==> src/rtl/signal_router_pkg.sv <==
// ---------------------------------------------------------------------------
// signal_router_pkg
//   Shared types and helpers for the host-side signal router.
//   - route_entry_t : one queued host packet plus its decoded destination
//                     (rank index and channel mask).
//   - lowest_set_idx: index of the lowest set bit of a vector (0 if none set).
//   The PKG_* constants fix the packet layout; the top-level parameters
//   default to them and must not be overridden to different values.
// ---------------------------------------------------------------------------
package signal_router_pkg;

  localparam int PKG_DQ_WIDTH     = 8;
  localparam int PKG_CA_WIDTH     = 7;
  localparam int PKG_DQS_WIDTH    = 1;
  localparam int PKG_CK_WIDTH     = 1;
  localparam int PKG_NUM_RANKS    = 2;
  localparam int PKG_NUM_CHANNELS = 2;

  // A single-rank system still carries a 1-bit rank field.
  localparam int PKG_RANK_W = (PKG_NUM_RANKS > 1) ? $clog2(PKG_NUM_RANKS) : 1;

  typedef struct packed {
    logic [PKG_DQ_WIDTH-1:0]     dq;
    logic [PKG_CA_WIDTH-1:0]     ca;
    logic [PKG_DQS_WIDTH-1:0]    dqs;
    logic [PKG_CK_WIDTH-1:0]     ck;
    logic [PKG_RANK_W-1:0]       rank;
    logic [PKG_NUM_CHANNELS-1:0] chan_mask;
  } route_entry_t;

  localparam int ROUTE_ENTRY_W = $bits(route_entry_t);

  // Scans from the top down so the last hit is the lowest set bit.
  function automatic logic [4:0] lowest_set_idx(input logic [31:0] vec);
    logic [4:0] idx;
    idx = '0;
    for (int i = 31; i >= 0; i--) begin
      if (vec[i]) idx = 5'(i);
    end
    return idx;
  endfunction

endpackage

==> src/rtl/router_fifo.sv <==
// ---------------------------------------------------------------------------
// router_fifo
//   Synchronous packet queue with registered pointers and occupancy count.
//   Head data (rd_data) is read combinationally from the read pointer, so a
//   word written in cycle N is visible and poppable in cycle N+1.
// Ports
//   clk      in   clock, posedge
//   rst      in   asynchronous active-high reset (pointers/count only)
//   push     in   write wr_data this cycle (ignored when full without pop)
//   pop      in   retire head entry this cycle (ignored when empty)
//   wr_data  in   WIDTH  entry to enqueue
//   rd_data  out  WIDTH  current head entry
//   full     out  count == DEPTH
//   empty    out  count == 0
//   count    out  $clog2(DEPTH)+1 occupancy
// ---------------------------------------------------------------------------
module router_fifo #(
  parameter int WIDTH = 20,
  parameter int DEPTH = 8
) (
  input  logic                       clk,
  input  logic                       rst,
  input  logic                       push,
  input  logic                       pop,
  input  logic [WIDTH-1:0]           wr_data,
  output logic [WIDTH-1:0]           rd_data,
  output logic                       full,
  output logic                       empty,
  output logic [$clog2(DEPTH):0]     count
);

  localparam int PTR_W = $clog2(DEPTH);
  localparam int CNT_W = PTR_W + 1;

  logic [WIDTH-1:0] mem [DEPTH];
  logic [PTR_W-1:0] wr_ptr;
  logic [PTR_W-1:0] rd_ptr;
  logic             do_push;
  logic             do_pop;

  assign full    = (count == CNT_W'(DEPTH));
  assign empty   = (count == '0);
  assign do_pop  = pop && !empty;
  // A push into a full queue only lands when the head leaves in the same cycle.
  assign do_push = push && (!full || do_pop);
  assign rd_data = mem[rd_ptr];

  // Power-of-two depth: pointers wrap naturally at PTR_W bits.
  always_ff @(posedge clk or posedge rst) begin
    if (rst) begin
      wr_ptr <= '0;
      rd_ptr <= '0;
      count  <= '0;
    end else begin
      if (do_push) wr_ptr <= wr_ptr + PTR_W'(1);
      if (do_pop)  rd_ptr <= rd_ptr + PTR_W'(1);
      case ({do_push, do_pop})
        2'b10:   count <= count + CNT_W'(1);
        2'b01:   count <= count - CNT_W'(1);
        default: count <= count;
      endcase
    end
  end

  // Storage carries data only and is not reset.
  always_ff @(posedge clk) begin
    if (do_push) mem[wr_ptr] <= wr_data;
  end

endmodule

==> src/rtl/signal_router.sv <==
// ---------------------------------------------------------------------------
// signal_router
//   Host-side front end of the RCD data path. Each cycle it decodes a
//   destination (rank, channel mask) from the live configuration, queues
//   accepted host packets, dispatches the queue head to the rank/channel
//   fabric when its destination is enabled, acknowledges accepted packets
//   one cycle later and reports routing / overflow errors.
// Ports
//   clk             in   clock, posedge
//   rst             in   asynchronous active-high reset
//   host_dq         in   DQ_WIDTH      packet data
//   host_ca         in   CA_WIDTH      packet command/address
//   host_dqs        in   DQS_WIDTH     packet strobe sample
//   host_ck         in   CK_WIDTH      packet clock sample
//   host_pkt_valid  in   packet present this cycle
//   cfg_rank_en     in   NUM_RANKS     per-rank enable
//   cfg_channel_en  in   NUM_CHANNELS  per-channel enable
//   cfg_gang_mode   in   1 = broadcast to all enabled channels
//   route_ack       out  registered pulse, packet accepted last cycle
//   error_status    out  routing/overflow error (live term | sticky flag)
// ---------------------------------------------------------------------------
module signal_router
  import signal_router_pkg::*;
#(
  parameter int DQ_WIDTH     = PKG_DQ_WIDTH,
  parameter int CA_WIDTH     = PKG_CA_WIDTH,
  parameter int DQS_WIDTH    = PKG_DQS_WIDTH,
  parameter int CK_WIDTH     = PKG_CK_WIDTH,
  parameter int NUM_RANKS    = PKG_NUM_RANKS,
  parameter int NUM_CHANNELS = PKG_NUM_CHANNELS,
  parameter int FIFO_DEPTH   = 8
) (
  input  logic                    clk,
  input  logic                    rst,
  input  logic [DQ_WIDTH-1:0]     host_dq,
  input  logic [CA_WIDTH-1:0]     host_ca,
  input  logic [DQS_WIDTH-1:0]    host_dqs,
  input  logic [CK_WIDTH-1:0]     host_ck,
  input  logic                    host_pkt_valid,
  input  logic [NUM_RANKS-1:0]    cfg_rank_en,
  input  logic [NUM_CHANNELS-1:0] cfg_channel_en,
  input  logic                    cfg_gang_mode,
  output logic                    route_ack,
  output logic                    error_status
);

  localparam int RANK_W = PKG_RANK_W;
  localparam int CNT_W  = $clog2(FIFO_DEPTH) + 1;

  // The queued entry layout comes from the package; overriding any width
  // parameter away from it would silently corrupt the entry packing.
  if (DQ_WIDTH != PKG_DQ_WIDTH || CA_WIDTH != PKG_CA_WIDTH ||
      DQS_WIDTH != PKG_DQS_WIDTH || CK_WIDTH != PKG_CK_WIDTH ||
      NUM_RANKS != PKG_NUM_RANKS || NUM_CHANNELS != PKG_NUM_CHANNELS) begin : g_param_check
    $error("signal_router: width parameters must match signal_router_pkg");
  end

  logic [RANK_W-1:0]          rank_sel;
  logic [NUM_CHANNELS-1:0]    chan_first;
  logic [NUM_CHANNELS-1:0]    chan_mask;
  logic [(1<<RANK_W)-1:0]     rank_en_ext;
  logic                       route_ok;
  logic                       err_now;
  logic                       accept;
  logic                       overflow;
  logic                       pop;
  logic                       full;
  logic                       empty;
  logic [CNT_W-1:0]           fifo_count;
  route_entry_t               push_entry;
  route_entry_t               head_entry;

  logic                       err_sticky;
  logic                       disp_valid;
  route_entry_t               disp_entry;
  logic                       disp_unused;

  // ---- stage p0: destination decode, dispatch and accept decisions ----
  always_comb begin
    rank_sel   = RANK_W'(lowest_set_idx(32'(cfg_rank_en)));
    chan_first = (|cfg_channel_en)
               ? (NUM_CHANNELS'(1) << lowest_set_idx(32'(cfg_channel_en)))
               : '0;
    chan_mask  = cfg_gang_mode ? cfg_channel_en : chan_first;
    route_ok   = (|cfg_rank_en) && (|cfg_channel_en);

    push_entry           = '0;
    push_entry.dq        = host_dq;
    push_entry.ca        = host_ca;
    push_entry.dqs       = host_dqs;
    push_entry.ck        = host_ck;
    push_entry.rank      = rank_sel;
    push_entry.chan_mask = chan_mask;

    // Zero-extend so any rank index the entry can hold is a legal select.
    rank_en_ext                  = '0;
    rank_en_ext[NUM_RANKS-1:0]   = cfg_rank_en;

    // The head leaves only if its own rank and at least one of its channels
    // are enabled right now; otherwise the queue backs up behind it.
    pop      = !empty && rank_en_ext[head_entry.rank] &&
               (|(head_entry.chan_mask & cfg_channel_en));
    accept   = host_pkt_valid && route_ok && (!full || pop);
    overflow = host_pkt_valid && route_ok && full && !pop;
    err_now  = host_pkt_valid && !route_ok;
  end

  router_fifo #(
    .WIDTH (ROUTE_ENTRY_W),
    .DEPTH (FIFO_DEPTH)
  ) u_fifo (
    .clk     (clk),
    .rst     (rst),
    .push    (accept),
    .pop     (pop),
    .wr_data (push_entry),
    .rd_data (head_entry),
    .full    (full),
    .empty   (empty),
    .count   (fifo_count)
  );

  // ---- stage p1: ack, sticky error and dispatch registers ----
  always_ff @(posedge clk or posedge rst) begin
    if (rst) begin
      route_ack  <= 1'b0;
      err_sticky <= 1'b0;
      disp_valid <= 1'b0;
      disp_entry <= '0;
    end else begin
      route_ack  <= accept;
      err_sticky <= err_sticky | err_now | overflow;
      disp_valid <= pop;
      if (pop) disp_entry <= head_entry;
    end
  end

  // The live term exposes a bad packet in its own cycle; held low in reset.
  assign error_status = !rst && (err_now || err_sticky);

  // The fabric taps the dispatch registers; no downstream port exists here yet.
  assign disp_unused = ^{disp_valid, disp_entry, fifo_count};

endmodule

==> config.mk <==
export PLATFORM = sky130hd
export DESIGN_NAME = signal_router
export DESIGN_NICKNAME = d
export VERILOG_FILES = /design/src/rtl/signal_router_pkg.sv /design/src/rtl/router_fifo.sv /design/src/rtl/signal_router.sv
export SDC_FILE = /design/constraint.sdc
export NUM_CORES = 1
export LEC_CHECK = 0
export BUFFER_PORTS_ARGS = -buffer_cell sky130_fd_sc_hd__buf_2
export CORE_ASPECT_RATIO = 1.5
export CORE_MARGIN = 2
export CORE_UTILIZATION = 35
export CTS_CLUSTER_DIAMETER = 200
export CTS_CLUSTER_SIZE = 20
export DETAILED_ROUTE_END_ITERATION = 16
export PLACE_DENSITY_LB_ADDON = 0.3
export SKIP_CTS_REPAIR_TIMING = 1
export SYNTH_ARGS = -nofsm -noshare
export SYNTH_HDL_FRONTEND = slang
export SYNTH_SLANG_ARGS = --single-unit
==> constraint.sdc <==
create_clock -name clk -period 2.96 [get_ports clk]
set_clock_uncertainty 0.05 [all_clocks]
set_input_delay 0.444 -clock clk [delete_from_list [all_inputs] [get_ports clk]]
set_output_delay 0.444 -clock clk [all_outputs]
set_load 0.01 [all_outputs]
==> flow_summary.ini, run 1 <==
[clock_tree]
clk_path_buf_depth = 2
cts_max_level = 2
cts_tree = yes
clk_pin_slew_worst_paths_ns = 0.07
clock_latency_ns = 0.29
cts_buffers = 5
clock_sinks = 36
root_buffer = clkbuf_8

[sta]
layout_setup_ws_ns = -0.03796
fin_tns_setup_ns = -0.03796
final.period_utilization_pct = 101.3
hold_viol_final = 0
setup_violations = 1
whs_ns = 0.1267
finalCriticalPeriod_ns = 2.998
slew_headroom_pct = 53.15
worst_pin_slew_ns = 0.6965
slew_violations = 0
rsz0062_at_grt = true
clock.fmax_mhz = 333.6

[floorplanning]
num_io_pins = 27
die_area_sq_um = 5783
dieHeight_um = 92.15
fp-row-count = 32
initial_core_util_pct = 35.65
fp.coreArea_sq_um = 5085
die_width_um = 62.77

[synthesis]
ys_types = 41
synth_area_per_cell_sq_um = 13.53
synth-warning-count = 0
ys_seq_area_share_pct = 56.31
async_flop_share_pct = 33.33
synth_top_area_share_pct = 39.75
syn_nets = 165
synth_area_sq_um = 1813
synth_edf_count = 24
synth_ff_type = edfxtp_1
ys_ff_latch = 36
synth_top_cell_by_area = edfxtp_1
synth_cells = 134
synthTopCellsByArea = edfxtp_1, dfrtp_1, mux4_1

[critical_path]
r2r_end = u_fifo.count[3]
crit_arrival_ns = 3.13
endpoint_kind = register
path_class = register to register
reg2reg_from = u_fifo.rd_ptr[1]
startpoint_type = register
path_max_fanout = 7
r2r_cells = 12
r2r_slack_ns = -0.04
required_ns = 3.09

[power]
ir_worst_vdd_uv = 631.5
power.leakage_nw = 0.8830
combPwrFrac_pct = 44.8
internal-power_mw = 1.465
p_per_area_nw_per_um2 = 984.2
switchingPower_uw = 773.8
power.total_mw = 2.239
swShare_pct = 34.56
seq_power_share_pct = 36.1
pwr-share-clk_pct = 19.1

[detailed_routing]
dr.first_iter.drc_count = 18
wl_per_cell_um = 15.59
routed_wl_mm = 3.710
route.detailed.drc = 0
first_pass_iters = 4
vias = 1189
vias_per_cell = 4.996
ant_nets = 0

[finish]
antennaDiodeCount = 0
final_nets = 200
finish.utilization_pct = 44.73
layout-drive-gt1-share_pct = 37.06
stdcell_area_sq_um = 2275
syn2layout_area_growth_pct = 25.47
mostFrequentLayoutCells = buf_4, edfxtp_1, dfrtp_1, buf_2
instances_no_fill = 238
final_common_cell = buf_4

[global_routing]
grt_max_degree = 13
grt_pass1_wl_mm = 6.127
grt.total_usage_pct = 14.19
grt_overflow = 0
antenna_found_initial = 0
first_global_vias = 1244

[worst_hold_path]
hp-class = input port to async pin

[placement]
place_ws_ns = -0.2578
place_area_sq_um = 2091
gp_congestion = 0.7887
port_buffers = 9
dp_hpwl_mm = 2.815
placedCellCount = 228

[outcome]
status = finished with violations
violations = setup timing

[job]
max-cap-violations = 0
## logic make-up (layout without fill, tap and decap cells)
logic type	count (synthesis)	after routing	share of synthesized area (%)
AO/OA/AOI/OAI	21	21	8.143
XOR/XNOR	6	6	2.899
buffers and inverters	13	49	3.589
AND/OR/NAND/NOR	39	39	12.22
adder cells (fa/ha/maj)	6	6	4.555
flip-flops	36	36	56.31
multiplexers	13	13	12.28
## worst max-delay path by stage
stage | to | start | slack [ns] | cells after the start
final | u_fifo.count[3] | u_fifo.rd_ptr[1] | -0.04 | 12
after CTS | u_fifo.count[3] | u_fifo.rd_ptr[1] | -0.27 | 12
after detailed placement | u_fifo.count[3] | u_fifo.rd_ptr[1] | -0.26 | 12
after floorplan | u_fifo.count[3] | u_fifo.rd_ptr[1] | 0.008 | 13
after global routing | u_fifo.count[3] | u_fifo.rd_ptr[1] | -0.21 | 12
after global placement | u_fifo.count[3] | u_fifo.rd_ptr[1] | -0.22 | 12
## critical path, stage by stage (launching register included)
cell and delay [ns]:
dfrtp_2 0.48, mux4_2 0.57, mux2i_4 0.18, mux2_4 0.33, a21oi_2 0.15, or2_4 0.15, ha_4 0.14, ha_4 0.19
a21o_1 0.15, a21oi_2 0.13, xnor2_1 0.12, nor2_1 0.07, xor2_1 0.15
## layer usage
metal / GRT usage [%] / routed length [um]
met2: 25.63 / 2006
met3: 3.190 / 101
met4: 6.667 / 93
met5: 0 / 0
met1: 15.59 / 1509
## power groups by stage
stage	registers (mW)	logic (mW)	clock network (mW)
finish	0.809	1.00	0.427
global route	0.827	1.12	0.463
CTS	0.801	0.909	0.436
detailed placement	0.812	0.906	0
global placement	0.805	0.871	0
floorplan	0.728	0.664	0
## registers in the layout, indices dropped and copies added (netlist names)
register,flops
u_fifo.mem,24
u_fifo.rd_ptr,3
u_fifo.wr_ptr,3
u_fifo.count,4
err_sticky,1
route_ack,1
## synth_stat cells, types with 3 or more instances
| cell type | instances |
|---|---|
| edfxtp_1 | 24 |
| dfrtp_1 | 12 |
| a21oi_1 | 7 |
| inv_1 | 7 |
| nand2_1 | 7 |
| nor4_1 | 7 |
| nand3_1 | 6 |
| ha_1 | 5 |
| nor2_1 | 5 |
| mux2_2 | 4 |
| xor2_1 | 4 |
| clkbuf_1 | 3 |
| mux4_1 | 3 |
| nand2b_1 | 3 |
| o211ai_1 | 3 |
## area by class of cell
cell class | count | area, sq um
Fill cell | 482 | 2810
Tap cell | 68 | 85.08
Multi-Input combinational cell | 85 | 797.0
Clock buffer | 5 | 68.82
Inverter | 7 | 26.28
Sequential cell | 36 | 1022
Timing Repair Buffer | 34 | 232.7
Clock inverter | 3 | 42.54
Power figures use the tool's default switching activity.
==> run 2: changes to the inputs <==
--- a/config.mk
+++ b/config.mk
@@ -6,14 +6,15 @@
 export NUM_CORES = 1
 export LEC_CHECK = 0
 export BUFFER_PORTS_ARGS = -buffer_cell sky130_fd_sc_hd__buf_2
+export CAP_MARGIN = 20
 export CORE_ASPECT_RATIO = 1.5
 export CORE_MARGIN = 2
 export CORE_UTILIZATION = 35
+export CTS_BUF_LIST = sky130_fd_sc_hd__clkbuf_16
 export CTS_CLUSTER_DIAMETER = 200
 export CTS_CLUSTER_SIZE = 20
 export DETAILED_ROUTE_END_ITERATION = 16
 export PLACE_DENSITY_LB_ADDON = 0.3
-export SKIP_CTS_REPAIR_TIMING = 1
 export SYNTH_ARGS = -nofsm -noshare
 export SYNTH_HDL_FRONTEND = slang
 export SYNTH_SLANG_ARGS = --single-unit
==> flow_summary.ini, run 2 (synthesis gave the netlist of run 1 again) <==
[clock_tree]
cts_buffers = 5
cts_max_level = 2
clock_latency_ns = 0.28
clock_sinks = 36
clk_path_buf_depth = 2
cts_tree = yes
root_buffer = clkbuf_16
clk_pin_slew_worst_paths_ns = 0.06
postCtsHoldBufs = 0

[finish]
layout-drive-gt1-share_pct = 40.12
fillCellCount = 473
final_common_cell = buf_4
largest_reg_flops = 24
mostFrequentLayoutCells = buf_4, edfxtp_1, dfrtp_1, buf_2
antennaDiodeCount = 0
reg.largest.list = u_fifo.mem: 24 flops, u_fifo.count: 4 flops
syn2layout_area_growth_pct = 30.50
largest-register = u_fifo.mem
final_nets = 202

[sta]
slew_violations = 0
worst_pin_slew_ns = 0.7032
final.period_utilization_pct = 100.9
finalCriticalPeriod_ns = 2.987
whs_ns = 0.1451
hold_viol_final = 0
setup_violations = 1
layout_setup_ws_ns = -0.02681
clock.fmax_mhz = 334.8
fin_tns_setup_ns = -0.02681
rsz0062_at_grt = true
slew_headroom_pct = 52.70

[global_routing]
grt.total_usage_pct = 14.69
grt_overflow = 0
first_global_vias = 1268
grt_max_degree = 13
grt_pass1_wl_mm = 6.334
antenna_found_initial = 0

[detailed_routing]
wl_per_cell_um = 15.98
dr.first_iter.drc_count = 28
vias = 1238
first_pass_iters = 4
route.detailed.drc = 0
vias_per_cell = 5.158
ant_nets = 0
routed_wl_mm = 3.834

[floorplanning]
fp.coreArea_sq_um = 5085
num_io_pins = 27
die_width_um = 62.77
initial_core_util_pct = 35.65
dieHeight_um = 92.15
fp-row-count = 32
die_area_sq_um = 5783

[job]
max-cap-violations = 0

[worst_hold_path]
hp-class = input port to async pin

[outcome]
status = finished with violations
violations = setup timing

[critical_path]
path_class = register to register
path_max_fanout = 7
endpoint_kind = register
crit_arrival_ns = 3.10
required_ns = 3.07
startpoint_type = register

[power]
pwr-share-clk_pct = 24.0
ir_worst_vdd_uv = 602.0
switchingPower_uw = 818.5
internal-power_mw = 1.640
seq_power_share_pct = 33.0
p_per_area_nw_per_um2 = 1039
combPwrFrac_pct = 43.0
power.leakage_nw = 0.9158
swShare_pct = 33.30

[placement]
dp_hpwl_mm = 2.815
port_buffers = 9
gp_congestion = 0.7887
[run 2: cell types whose count changed in the layout (fill, tap and decap cells not counted), sizes merged]
cell | previous run | this run
buf | 34 | 36
[run 2: layout make-up]
class                      count  area, sq um  share of cell area, %
sequential                    36         1022                  43.20
multi-input combinational     85        810.8                  34.27
timing repair buffer          36        251.5                  10.63
clock buffer                   5        125.1                  5.288
tap                           68        85.08                  3.596
clock inverter                 3        42.54                  1.798
inverter                       7        28.78                  1.216
[run 2: timing repair]
| action | CTS | global route |
|---|---|---|
| gates resized for setup | 7 | 11 |
| setup buffers | 1 | 3 |
| endpoints found under the setup margin | 3 | 3 |
| pin swaps | 6 | 4 |
[run 2: worst paths after layout]
check | startpoint | end | slack, ns | cells past startpoint
min in group clk | u_fifo.count[3] | u_fifo.count[3] | 0.46 | 1
min reg2reg | u_fifo.count[3] | u_fifo.count[3] | 0.46 | 1
max | u_fifo.rd_ptr[1] | u_fifo.count[3] | -0.03 | 12
max in group asynchronous | rst | u_fifo.rd_ptr[1] | 2.35 | 2
max reg2reg | u_fifo.rd_ptr[1] | u_fifo.count[3] | -0.03 | 12
min | rst | u_fifo.wr_ptr[1] | 0.15 | 2
[run 2: stage by stage]
stage	utilization (%)	cell area [sq um]	instances	power, mW	setup slack, ns
after global placement	41.12	2091	228	1.676	-0.2156
final	46.53	2366	240	2.458	-0.02681
after floorplan	-	1827	134	1.392	0.007862
after detailed placement	41.12	2091	228	1.718	-0.2578
after global routing	46.53	2366	240	2.631	-0.1749
after CTS	45.47	2312	237	2.391	-0.06683
[run 2: metal layers]
layer | global-route usage (%) | vias up | routed length [um]
li1 | - | 582 | -
met5 | 0 | - | 0
met3 | 2.822 | 8 | 110
met1 | 16.06 | 618 | 1532
met4 | 7.222 | 0 | 95
met2 | 26.79 | 30 | 2095
[run 2: power groups by stage]
stage / combinational, mW / clock (mW) / sequential [mW]
after detailed placement: 0.906 / 0 / 0.812
after global placement: 0.871 / 0 / 0.805
after CTS: 0.978 / 0.600 / 0.813
after floorplan: 0.664 / 0 / 0.728
final: 1.06 / 0.589 / 0.812
after global routing: 1.18 / 0.626 / 0.830
[run 2: worst max-delay path: stages, from the launching register on]
cell and delay, ns:
dfrtp_2 0.47, mux4_2 0.58, mux2i_4 0.19, mux2_4 0.34, a21oi_4 0.14, or2_4 0.15
ha_4 0.15, ha_4 0.19, a21o_1 0.15, a21oi_2 0.13, xnor2_1 0.13, nor2_1 0.06
xor2_1 0.14
